### config.mk
export PLATFORM = sky130hd
export DESIGN_NAME = sram_note_fetch_flat
export DESIGN_NICKNAME = d
export VERILOG_FILES = /design/src/rtl/sram_note_fetch_if.sv /design/src/rtl/sram_note_fetch.sv /design/src/flat_wrapper.sv
export SDC_FILE = /design/constraint.sdc
export NUM_CORES = 1
export LEC_CHECK = 0
export CORE_MARGIN = 4
export CORE_UTILIZATION = 48
export DETAILED_ROUTE_END_ITERATION = 10
export HOLD_SLACK_MARGIN = 0.08
export PLACE_DENSITY = 0.72
export SLEW_MARGIN = 20
export SYNTH_ARGS = -nofsm -noshare
export SYNTH_HDL_FRONTEND = slang
export SYNTH_SLANG_ARGS = --single-unit
### constraint.sdc
create_clock -name CLK -period 4.15 [get_ports CLK]
set_input_delay 0.83 -clock CLK [delete_from_list [all_inputs] [get_ports CLK]]
set_output_delay 0.83 -clock CLK [all_outputs]
set_load 0.01 [all_outputs]
### src/rtl/sram_note_fetch_if.sv
// Bus bundle for the note fetcher: asynchronous SRAM read port plus the
// show-ahead note stream toward the sequencer.
interface sram_note_fetch_if #(
    parameter int ADDR_W = 18
);
    logic              SRAM_CE;
    logic              SRAM_OE;
    logic              SRAM_LB;
    logic              SRAM_UB;
    logic              SRAM_WE;
    logic [ADDR_W-1:0] SRAM_A;
    logic [15:0]       SRAM_D;

    logic              INS_VALID;
    logic              INS_READY;
    logic [15:0]       INS_DATA;
    logic [ADDR_W-1:0] INS_ADDR;

    modport master (
        output SRAM_CE, SRAM_OE, SRAM_LB, SRAM_UB, SRAM_WE, SRAM_A,
        input  SRAM_D,
        output INS_VALID, INS_DATA, INS_ADDR,
        input  INS_READY
    );

    modport slave (
        input  SRAM_CE, SRAM_OE, SRAM_LB, SRAM_UB, SRAM_WE, SRAM_A,
        output SRAM_D,
        input  INS_VALID, INS_DATA, INS_ADDR,
        output INS_READY
    );
endinterface

### src/rtl/sram_note_fetch.sv
// Read-only song fetcher: walks the SRAM from address 0 with programmable wait
// states and queues note words in a show-ahead FIFO until the end marker.
module sram_note_fetch #(
    parameter int          ADDR_W      = 18,
    parameter int          DEPTH       = 4,
    parameter int          WAIT_CYCLES = 2,
    parameter logic [15:0] END_WORD    = 16'hFFFF,
    parameter int          LOOP        = 0
) (
    input  logic                       CLK,
    input  logic                       RST,
    input  logic                       START,
    sram_note_fetch_if.master          bus,
    output logic [$clog2(DEPTH):0]     LEVEL,
    output logic                       DONE
);
    localparam int PTR_W = $clog2(DEPTH);
    localparam int LVL_W = PTR_W + 1;
    localparam int CNT_W = $clog2(WAIT_CYCLES + 1);
    localparam logic [LVL_W-1:0] FULL = LVL_W'(DEPTH);

    typedef enum logic [2:0] {
        ST_IDLE,
        ST_SETUP,
        ST_WAIT,
        ST_CAPTURE,
        ST_HOLD,
        ST_END
    } state_t;

    state_t             state, state_nx;
    logic [ADDR_W-1:0]  pc, pc_nx;
    logic [CNT_W-1:0]   cnt, cnt_nx;
    logic [LVL_W-1:0]   level, level_nx;
    logic [PTR_W-1:0]   wr_ptr, rd_ptr;
    logic [15:0]        mem_data [DEPTH];
    logic [ADDR_W-1:0]  mem_addr [DEPTH];
    logic               done_q;
    logic               word_is_end;
    logic               push;
    logic               pop;

    assign word_is_end = (bus.SRAM_D == END_WORD);
    assign push        = (state == ST_CAPTURE) && !word_is_end;
    assign pop         = (level != '0) && bus.INS_READY;

    // SRAM_A is the program counter itself, so it settles on the new address
    // as SETUP begins and stays put through CAPTURE (and while in HOLD).
    always_comb begin
        state_nx = state;
        pc_nx    = pc;
        cnt_nx   = cnt;
        level_nx = level;
        if (push && !pop) begin
            level_nx = level + 1'b1;
        end else if (!push && pop) begin
            level_nx = level - 1'b1;
        end
        case (state)
            ST_IDLE: begin
                if (START) begin
                    pc_nx    = '0;
                    state_nx = ST_SETUP;
                end
            end
            ST_SETUP: begin
                cnt_nx   = CNT_W'(WAIT_CYCLES);
                state_nx = ST_WAIT;
            end
            ST_WAIT: begin
                cnt_nx = cnt - 1'b1;
                if (cnt == CNT_W'(1)) begin
                    state_nx = ST_CAPTURE;
                end
            end
            ST_CAPTURE: begin
                if (!word_is_end) begin
                    pc_nx    = pc + 1'b1;
                    state_nx = (level_nx < FULL) ? ST_SETUP : ST_HOLD;
                end else if (LOOP != 0) begin
                    pc_nx    = '0;
                    state_nx = ST_SETUP;
                end else begin
                    state_nx = ST_END;
                end
            end
            ST_HOLD: begin
                if (level < FULL) begin
                    state_nx = ST_SETUP;
                end
            end
            ST_END: begin
                if (START) begin
                    pc_nx    = '0;
                    state_nx = ST_SETUP;
                end
            end
            default: state_nx = ST_IDLE;
        endcase
    end

    always_ff @(posedge CLK) begin
        if (RST) begin
            state  <= ST_IDLE;
            pc     <= '0;
            cnt    <= '0;
            level  <= '0;
            wr_ptr <= '0;
            rd_ptr <= '0;
            done_q <= 1'b0;
            for (int unsigned i = 0; i < DEPTH; i++) begin
                mem_data[i] <= '0;
                mem_addr[i] <= '0;
            end
        end else begin
            state  <= state_nx;
            pc     <= pc_nx;
            cnt    <= cnt_nx;
            level  <= level_nx;
            done_q <= (state_nx == ST_END) && (level_nx == '0);
            if (push) begin
                mem_data[wr_ptr] <= bus.SRAM_D;
                mem_addr[wr_ptr] <= pc;
                wr_ptr           <= wr_ptr + 1'b1;
            end
            if (pop) begin
                rd_ptr <= rd_ptr + 1'b1;
            end
        end
    end

    assign bus.SRAM_CE   = 1'b0;
    assign bus.SRAM_OE   = 1'b0;
    assign bus.SRAM_LB   = 1'b0;
    assign bus.SRAM_UB   = 1'b0;
    assign bus.SRAM_WE   = 1'b1;
    assign bus.SRAM_A    = pc;
    assign bus.INS_VALID = (level != '0);
    assign bus.INS_DATA  = mem_data[rd_ptr];
    assign bus.INS_ADDR  = mem_addr[rd_ptr];
    assign LEVEL         = level;
    assign DONE          = done_q;
endmodule

### src/flat_wrapper.sv
// flat-port wrapper written by rule: the top's interface ports become plain ports
module sram_note_fetch_flat 
#(
    parameter int          ADDR_W      = 18,
    parameter int          DEPTH       = 4,
    parameter int          WAIT_CYCLES = 2,
    parameter logic [15:0] END_WORD    = 16'hFFFF,
    parameter int          LOOP        = 0
)
  (CLK, RST, START, LEVEL, DONE, bus_SRAM_CE, bus_SRAM_OE, bus_SRAM_LB, bus_SRAM_UB, bus_SRAM_WE, bus_SRAM_A, bus_SRAM_D, bus_INS_VALID, bus_INS_DATA, bus_INS_ADDR, bus_INS_READY);
  sram_note_fetch_if #(.ADDR_W(ADDR_W)) bus_i ();
  input  logic CLK;
  input  logic RST;
  input  logic START;
  output logic [$clog2(DEPTH):0] LEVEL;
  output logic DONE;
  output wire logic [$bits(bus_i.SRAM_CE)-1:0] bus_SRAM_CE;
  output wire logic [$bits(bus_i.SRAM_OE)-1:0] bus_SRAM_OE;
  output wire logic [$bits(bus_i.SRAM_LB)-1:0] bus_SRAM_LB;
  output wire logic [$bits(bus_i.SRAM_UB)-1:0] bus_SRAM_UB;
  output wire logic [$bits(bus_i.SRAM_WE)-1:0] bus_SRAM_WE;
  output wire logic [$bits(bus_i.SRAM_A)-1:0] bus_SRAM_A;
  input wire logic [$bits(bus_i.SRAM_D)-1:0] bus_SRAM_D;
  output wire logic [$bits(bus_i.INS_VALID)-1:0] bus_INS_VALID;
  output wire logic [$bits(bus_i.INS_DATA)-1:0] bus_INS_DATA;
  output wire logic [$bits(bus_i.INS_ADDR)-1:0] bus_INS_ADDR;
  input wire logic [$bits(bus_i.INS_READY)-1:0] bus_INS_READY;
  assign bus_SRAM_CE = bus_i.SRAM_CE;
  assign bus_SRAM_OE = bus_i.SRAM_OE;
  assign bus_SRAM_LB = bus_i.SRAM_LB;
  assign bus_SRAM_UB = bus_i.SRAM_UB;
  assign bus_SRAM_WE = bus_i.SRAM_WE;
  assign bus_SRAM_A = bus_i.SRAM_A;
  assign bus_i.SRAM_D = bus_SRAM_D;
  assign bus_INS_VALID = bus_i.INS_VALID;
  assign bus_INS_DATA = bus_i.INS_DATA;
  assign bus_INS_ADDR = bus_i.INS_ADDR;
  assign bus_i.INS_READY = bus_INS_READY;
  sram_note_fetch #(.ADDR_W(ADDR_W), .DEPTH(DEPTH), .WAIT_CYCLES(WAIT_CYCLES), .END_WORD(END_WORD), .LOOP(LOOP)) u_core (.CLK(CLK), .RST(RST), .START(START), .bus(bus_i), .LEVEL(LEVEL), .DONE(DONE));
endmodule
## Word level (Yosys, flattened, before mapping)

Memories as Yosys holds them, arrays and structs flattened. A register that Yosys moved wholly into a read port is not among the register bits.
Index checks and enable logic that the tools add are counted.

- Register bits after elaboration: 31
- Output and inout bits: 62
- Input port bits: 20
- Word-level logic and storage cells: 71
- Bits in writable memories: 136
- Memories kept: 2

- Eq/ne operators: 10
- Magnitude comparators: 2
- Add/subtract/negate cells: 6
- Reductions and logical operators: 17
- Multiplexer cells: 27

Memories:

| memory | depth | bits a word | read ports | clocked after memory_dff | write ports | line | source |
|---|---|---|---|---|---|---|---|
| u_core.mem_addr | 4 | 18 | 1 | 1 | 4 | sram_note_fetch.sv:37 | `logic [ADDR_W-1:0] mem_addr [DEPTH];` |
| u_core.mem_data | 4 | 16 | 1 | 1 | 4 | sram_note_fetch.sv:36 | `logic [15:0] mem_data [DEPTH];` |

Operators with widths:

| operator | number |
|---|---|
| 2-to-1 mux 18 bit | 3 |
| case mux 18 bit (2 select lines) | 1 |
| 2-to-1 mux 3 bit | 7 |
| adder 18 x 1 -> 18 bit, second input constant | 1 |
| OR reduction 18 bit | 1 |
| == test 16 bit, second input constant | 1 |
| 2-to-1 mux 16 bit | 1 |
| OR reduction 16 bit | 1 |
| case mux 3 bit (5 select lines) | 1 |
| 2-to-1 mux 2 bit | 6 |
| == test 3 bit, second input constant | 3 |
| 2-to-1 mux 1 bit | 7 |
| == test 3 x 2 -> 1 bit, second input constant | 2 |
| logical NOT 3 bit | 2 |
| < comparator 3 bit, second input constant | 2 |
| logical AND 1 bit | 5 |
| adder 2 x 1 -> 2 bit, second input constant | 2 |
| case mux 2 bit (2 select lines) | 1 |
| nonzero test 2 bit | 2 |
| adder 3 x 1 -> 3 bit, second input constant | 1 |
| == test 3 x 1 -> 1 bit, second input constant | 1 |
| logical NOT 1 bit | 3 |
| AND reduction 3 bit | 1 |
| nonzero test 3 bit | 1 |
| 6 further kinds | 6 |

## Logic depth before layout (Yosys ltp)

Gate-level depths: netlist (run 1).

- Word-level depth: 13
- Depth in mapped cells: 8
- Mapped depth without buffers: 7

## Worst setup path before layout (run 1)

OpenSTA, ideal clock, no wires.

- Path type: input port to flip-flop
- Start point: input port bus_SRAM_D[10]
- End point: memory u_core.mem_addr[2][0], enable pin
- Library setup time: 0.433 ns
- Data arrival time: 3.059 ns
- Required time: 3.717 ns
- Buffers on the path: 2
- Setup slack: 0.658 ns
- Stages on the path: 5
- Path through: nand4_1 o41ai_4 buf_6 buf_4 o21bai_1

RTL lines:

| what | line | source |
|---|---|---|
| start, declared | flat_wrapper.sv:23 | `input wire logic [$bits(bus_i.SRAM_D)-1:0] bus_SRAM_D;` |
| end, declared | sram_note_fetch.sv:37 |  |

==> metrics.md, run 1 <==
| Metric | Value |
|---|---|
| Status | finished, final reports clean |
| Total gr overflow | 0 |
| Final Hold Viols | 0 |
| Drt drc | 0 |
| CTS tree | built |
| CTS Buf Count | 17 |
| Final Skew | 0.01124 ns |
| WL final | 16760 microns |
| Die height | 134.0 microns |
| Clock transition at path regs | 0.06 ns |
| CP max stage cell | dfxtp_2 |
| Final HPWL DP | 10520 microns |
| Max Root-Sink Buffers | 2 |
| Upper clock frequency limit | 0.2938 GHz |
| Area grow syn2layout | 21.04% |
| Worst EP arrival | 2.57 ns |
| RR Endpoint | u_core.mem_data[3][6]$_DFFE_PP_ |
| Post-CTS Setup Inserts | 0 |
| Post-Syn Area | 7617 sq um |
| Sw Ratio | 24.78% |
| Synthesized flop and latch total | 169 |
| VDD IR max | 0.3072 mV |
| Count of mapped cells out of synthesis | 581 |
| CP required | 3.32 ns |
| H-tree lvl count | 4 |
| Power Dens Cells | 496.9 nW/um^2 |
| Initial drt markers | 552 |
| Boundary Pins | 82 |
| Clock net sink count | 169 |
| WL met1 | 6996 microns |
| Post-synthesis sequential area ratio | 62.29% |
| DRT Pass-1 Iters | 5 |
| Largest net degree at the start of global routing | 36 |
| Root Driver | clkbuf_16 |
| CP endpoint kind | output port |
| Routability cong. | 0.8130 |
| Total GRT Usage | 19.47% |
| PortBufs | 76 |
| FP Rows | 45 |
| Least-Margin Pin Slew | 1.001 ns |
| Hold Path Sink | u_core.wr_ptr[0]$_SDFFE_PP0P_ |
| Met2 wire len | 8471 microns |
| Antenna Nets Post-Route | 0 |
| Kind of critical path | reg2out |
| Top_reg_cell synth | edfxtp_1 |
| Setup repair after global routing missed its margin | false |
| Die Wd | 134.0 microns |
| Ant diodes | 0 |
| Internal Power | 3.447 mW |
| Fin Setup TNS | 0 ns |
| Hold/Removal Path Class | reg2reg |
| Number of distinct library cells after synthesis | 48 |
| Max Slew Vio Count | 0 |
| Hold Crit Start | u_core.wr_ptr[0]$_SDFFE_PP0P_ |
| Worst reg2reg setup slack | 1.64 ns |
| Slew Limit Headroom | 33.26% |
| Max cap viols | 0 |
| Setup-failing EPs final | 0 |
| Top routing layer in use | met4 |
| Clk pwr share | 35.4% |
| Hold Crit Depth | 2 |
| WL met3 | 1055 microns |
| R2R depth | 6 |
| Sequential power share | 43.7% |
| Fin crit share | 82.02% |
| Slowest Stage Delay on Critical Path | 0.72 ns |
| Die area | 17950 sq um |
| Vias | 4754 |
| Gate power share | 20.9% |
| Worst skew pair latency | 0.43 ns |
| Vias per inst | 5.415 |
| Worst Path Max Fanout | 17 |
| Final Power | 4.582 mW |
| Nets@finish | 679 |
| Vias in the first global route | 4876 |
| Core outline area | 15370 sq um |
| Async SR Flop Fraction | 0% |
| YS warnings | 0 |
| Worst setup SP type | flop |
| Net Sw Power | 1.135 mW |
| EDFF count, synth | 136 |
| CTS Hold Bufs | 0 |
| Share of cells above drive strength 1 | 14.24% |
| Worst-path cell chain | buf_4 > mux4_2 > clkdlybuf4s50_1 |
| WL/cell | 19.08 microns |
| CTS resizes | 0 |
| Initial antenna violation count | 0 |
| Mapped Avg Cell Area | 13.11 sq um |
| Final period demand of the worst path | 3.404 ns |
| First-pass GRT wire length | 26520 microns |
| Initial Utilization | 49.56% |
| Worst flop-to-flop path startpoint | u_core.state[1]$_SDFF_PP0_ |
| Lkg Pwr | 3.300 nW |
-- registers in the layout (all words and copies together) (netlist names), named ones only --
signal and count:
u_core.wr_ptr 2, u_core.LEVEL 3, u_core.rd_ptr 2, u_core.DONE 1, u_core.mem_addr 72, u_core.bus.SRAM_A 18, u_core.state 3, u_core.cnt 2
u_core.mem_data 64
-- cell type report --
type | instances | area [sq um]
clock buffer | 26 | 489.2
clock inverter | 6 | 115.1
fill | 1178 | 6151
inverter | 46 | 172.7
multi-input combinational | 331 | 2535
sequential | 169 | 4746
tap | 211 | 264.0
timing repair buffer | 89 | 898.4
-- cells in the mapped netlist, types with 3 or more instances --
master,instances,area share (%)
edfxtp_1,136,54
nor2_1,100,4.9
nand2_1,48,2.4
inv_1,46,2.3
and2_1,35,2.9
mux4_2,34,10
dfxtp_1,33,8.7
clkbuf_1,21,1.0
xnor2_1,21,2.4
a21oi_1,11,0.72
nand3_1,9,0.59
a211oi_2,7,1.1
buf_4,7,0.69
nand4_1,6,0.49
a211oi_1,5,0.49
ha_1,5,0.82
and4_1,4,0.46
buf_2,4,0.26
buf_6,4,0.59
nand2b_1,4,0.33
o21ai_0,4,0.26
a2111oi_4,3,1.1
o21bai_1,3,0.30
-- how the worst max path moves through the flow --
stage                                                       to  cells past startpoint  slack (ns)           start
after global placement    u_core.mem_data[0][10]$_SDFFCE_PN0P_                      7        0.74  bus_SRAM_D[14]
after detailed placement   u_core.mem_data[0][3]$_SDFFCE_PN0P_                      7        0.70  bus_SRAM_D[14]
after CTS                                      bus_INS_ADDR[3]                      3        0.66            flop
final                                          bus_INS_ADDR[3]                      3        0.75            flop
after global routing                           bus_INS_ADDR[3]                      3        0.59            flop
after floorplan            u_core.mem_addr[2][0]$_SDFFCE_PN0P_                      5        0.66  bus_SRAM_D[10]
-- cells in the final DEF, fill, tap and decap left out, drive strengths merged, types with 2 or more instances in the layout --
cell and count:
a21oi 11, nand4 6, nand3 9, a221oi 2, a211oi 12, mux4 34, mux2i 2, o21bai 3
a2111oi 3, edfxtp 136, clkdlybuf4s50 76, nand2 48, and3b 2, xnor2 21, nor4 2, o21ai 4
or2 3, inv 48, xor2 2, buf 13, bufinv 3, nor3 3, and4 4, ha 5
conb 5, and2 35, nor2 100, nand2b 4, clkbuf 26, dfxtp 33
-- cell families after synthesis --
kind of cell	after synthesis	synth area share [%]
other	2	0.09859
buffers and inverters	84	4.961
and+or+nand+nor	220	13.57
muxes	36	10.32
xor gates and xnor gates	23	2.645
AOI/OAI and AO/OA	42	5.306
DFF	169	62.29
adders and majority gates	5	0.8213
-- power groups by stage --
stage | registers, mW | clock network, mW | logic, mW
finish | 2.00 | 1.62 | 0.960
global route | 2.02 | 1.72 | 1.03
CTS | 2.00 | 1.64 | 0.967
detailed placement | 2.04 | 0 | 0.962
global placement | 2.03 | 0 | 0.951
floorplan | 1.98 | 0 | 0.614
-- routing by layer --
metal / global-route usage [%] / vias to the layer above
li1: - / 2185
met1: 25.23 / 2372
met2: 32.45 / 179
met3: 4.764 / 18
met4: 6.400 / 0
met5: 0 / -
-- stage by stage --
| stage | instances | setup slack (ns) | cell area, sq um | utilization, % | hold WS (ns) |
|---|---|---|---|---|---|
| 2_1_floorplan | 584 | 0.6582 | 7629 | - | 0.4689 |
| 3_3_place_gp | 844 | 0.7433 | 8561 | 55.69 | 0.4830 |
| 3_5_place_dp | 844 | 0.6971 | 8561 | 55.69 | 0.5110 |
| 4_1_cts | 876 | 0.6626 | 9165 | 59.63 | 0.5207 |
| 5_1_grt | 878 | 0.5876 | 9220 | 59.98 | 0.5460 |
| 6_report | 878 | 0.7463 | 9220 | 59.98 | 0.5212 |
-- worst max-delay path, delay by kind of cell (launching register included) --
kind                   cells  cell delay, ns
buffers and inverters      2            0.84
flip-flops                 1            0.72
multiplexers               1            0.58
No activity file was read; power rests on OpenSTA's default activity.
==> run 2: changes to the inputs <==
- clock period: 4.15 -> 3.4 ns (I/O delays scaled with it)
==> metrics.md, run 2 (synthesis gave the netlist of run 1 again) <==
| Metric | Value |
|---|---|
| Setup-failing EPs final | 0 |
| Global route hottest layer | met2 |
| Clock net sink count | 169 |
| Fin crit share | 84.52% |
| Gate power share | 22.9% |
| WP buf/inv | 2 |
| Worst EP arrival | 2.19 ns |
| Initial Utilization | 49.56% |
| Initial drt markers | 319 |
| H-tree lvl count | 4 |
| Final Skew | 0.007817 ns |
| Power Dens Cells | 585.9 nW/um^2 |
| Final instance area | 9195 sq um |
| Kind of critical path | reg2out |
| FILL cells | 1192 |
| Vias in the first global route | 4941 |
| Internal Power | 4.000 mW |
| WL final | 16530 microns |
| Die area | 17950 sq um |
| DRT Pass-1 Iters | 5 |
| Largest register FFs | 72 |
| Family with the most delay on the worst path | buffers and inverters |
| CP required | 2.72 ns |
| Final Hold Viols | 0 |
| Sequential power share | 44.5% |
| Worst skew pair latency | 0.42 ns |
| Core outline area | 15370 sq um |
| Met1 Use GR | 25.16% |
| Largest net degree at the start of global routing | 35 |
| Max Slew Vio Count | 0 |
| CTS resizes | 0 |
| Max Root-Sink Buffers | 2 |
| Die Wd | 134.0 microns |
| CTS Buf Count | 17 |
| CTS tree | built |
| Final Util | 59.82% |
| Non-filler cells, final | 882 |
| Placed cell area | 8656 sq um |
| Slew Limit Headroom | 57.90% |
| Clock transition at path regs | 0.06 ns |
| Area grow syn2layout | 20.71% |
| CP max stage cell | dfxtp_1 |
| First-pass GRT wire length | 26620 microns |
| Final HPWL DP | 10910 microns |
| Total GRT Usage | 19.49% |
| Least-Margin Pin Slew | 0.6316 ns |
| Vias | 4737 |
| PortBufs | 76 |
| Cell count after placement | 850 |
| Sw Ratio | 25.74% |
| Worst setup SP type | flop |
| Max cap viols | 0 |
| Share of cells above drive strength 1 | 15.05% |
| Slowest Stage Delay on Critical Path | 0.67 ns |
| Hold/Removal Path Class | reg2reg |
| Largest Register | u_core.mem_addr |
| Antenna Nets Post-Route | 0 |
| Worst Path Max Fanout | 10 |
| Die height | 134.0 microns |
| Final period demand of the worst path | 2.874 ns |
| VDD IR max | 0.3579 mV |
| CP endpoint kind | output port |
| Boundary Pins | 82 |
| Worst-path cell chain | buf_4 > mux4_2 > clkdlybuf4s50_1 |
| GR Util met2 | 32.48% |
| Setup repair after global routing missed its margin | false |
| Final Power | 5.387 mW |
| WL/cell | 18.74 microns |
| Total gr overflow | 0 |
| Register area | 4746 sq um |
| Net Sw Power | 1.387 mW |
| Post-CTS Setup Inserts | 0 |
| Fin Setup TNS | 0 ns |
| Clk pwr share | 32.6% |
| FP Rows | 45 |
| Lkg Pwr | 3.289 nW |
| Drt drc | 0 |
| Nets@finish | 683 |
| Commonest non-fill, non-tap cell in the layout | edfxtp_1 |
| Met3 usage | 4.801% |
| Most frequent cells in the layout | 136 x edfxtp_1, 100 x nor2_1, 76 x clkdlybuf4s50_1 |
| Root Driver | clkbuf_16 |
| Status | finished, final reports clean |
| CTS Hold Bufs | 0 |
| Routability cong. | 0.7545 |
| Multi-input gate area | 2535 sq um |
| Vias per inst | 5.371 |
| Initial antenna violation count | 0 |
| Ant diodes | 0 |
| Upper clock frequency limit | 0.3480 GHz |
-- run 2: changes by cell type in the layout (fill, tap and decap cells not counted) --
cell / previous run / this run
buf_16: 2 / 0
clkinv_2: 0 / 4
buf_4: 11 / 13
clkinv_4: 0 / 3
bufinv_16: 3 / 1
clkinvlp_4: 1 / 3
clkbuf_8: 3 / 0
inv_6: 2 / 0
clkinv_1: 0 / 2
buf_12: 0 / 4
clkbuf_1: 6 / 2
-- run 2: routing by layer --
layer | routed length [microns] | up-vias
met2 | 8256 | 160
met1 | 6989 | 2352
met5 | 0 | -
met4 | 295 | 0
li1 | - | 2199
met3 | 986 | 26
-- run 2: final timing paths --
check / slack (ns) / to / cells after the start / start
hold / removal: 0.51 / u_core.wr_ptr[0]$_SDFFE_PP0P_ / 2 / u_core.wr_ptr[0]$_SDFFE_PP0P_
hold reg to reg: 0.51 / u_core.wr_ptr[0]$_SDFFE_PP0P_ / 2 / u_core.wr_ptr[0]$_SDFFE_PP0P_
setup / recovery: 0.53 / bus_INS_DATA[0] / 3 / flop
setup reg to reg: 1.17 / u_core.mem_addr[3][4]$_DFFE_PP_ / 6 / u_core.state[1]$_SDFF_PP0_
-- run 2: per-stage QoR --
stage                     hold WS [ns]  setup WS [ns]
after global placement          0.4794         0.1972
after floorplan                 0.4689        0.05819
after global routing            0.5327         0.4057
after detailed placement        0.5004         0.2101
final                           0.5057         0.5264
after CTS                       0.5086         0.4636
-- run 2: layout make-up --
type	count	share of cell area, %
Timing Repair Buffer	93	10.21
Inverter	46	1.878
Clock buffer	19	4.708
Multi-Input combinational cell	331	27.57
Clock inverter	13	1.157
Sequential cell	169	51.61
Tap cell	211	2.871
-- run 2: power groups by stage --
| stage | Clock, mW | Sequential, mW | Combinational (mW) |
|---|---|---|---|
| after global routing | 1.87 | 2.41 | 1.33 |
| final | 1.76 | 2.40 | 1.23 |
| after CTS | 1.78 | 2.40 | 1.25 |
| after detailed placement | 0 | 2.44 | 1.25 |
| after global placement | 0 | 2.43 | 1.23 |
| after floorplan | 0 | 2.41 | 0.750 |
-- run 2: worst register-to-register path, stage by stage (launching register included) --
cell and delay (ns):
dfxtp_1 0.59, and3b_2 0.38, o41ai_4 0.14, buf_12 0.19, nor2_1 0.17, a21o_1 0.16, buf_4 0.28
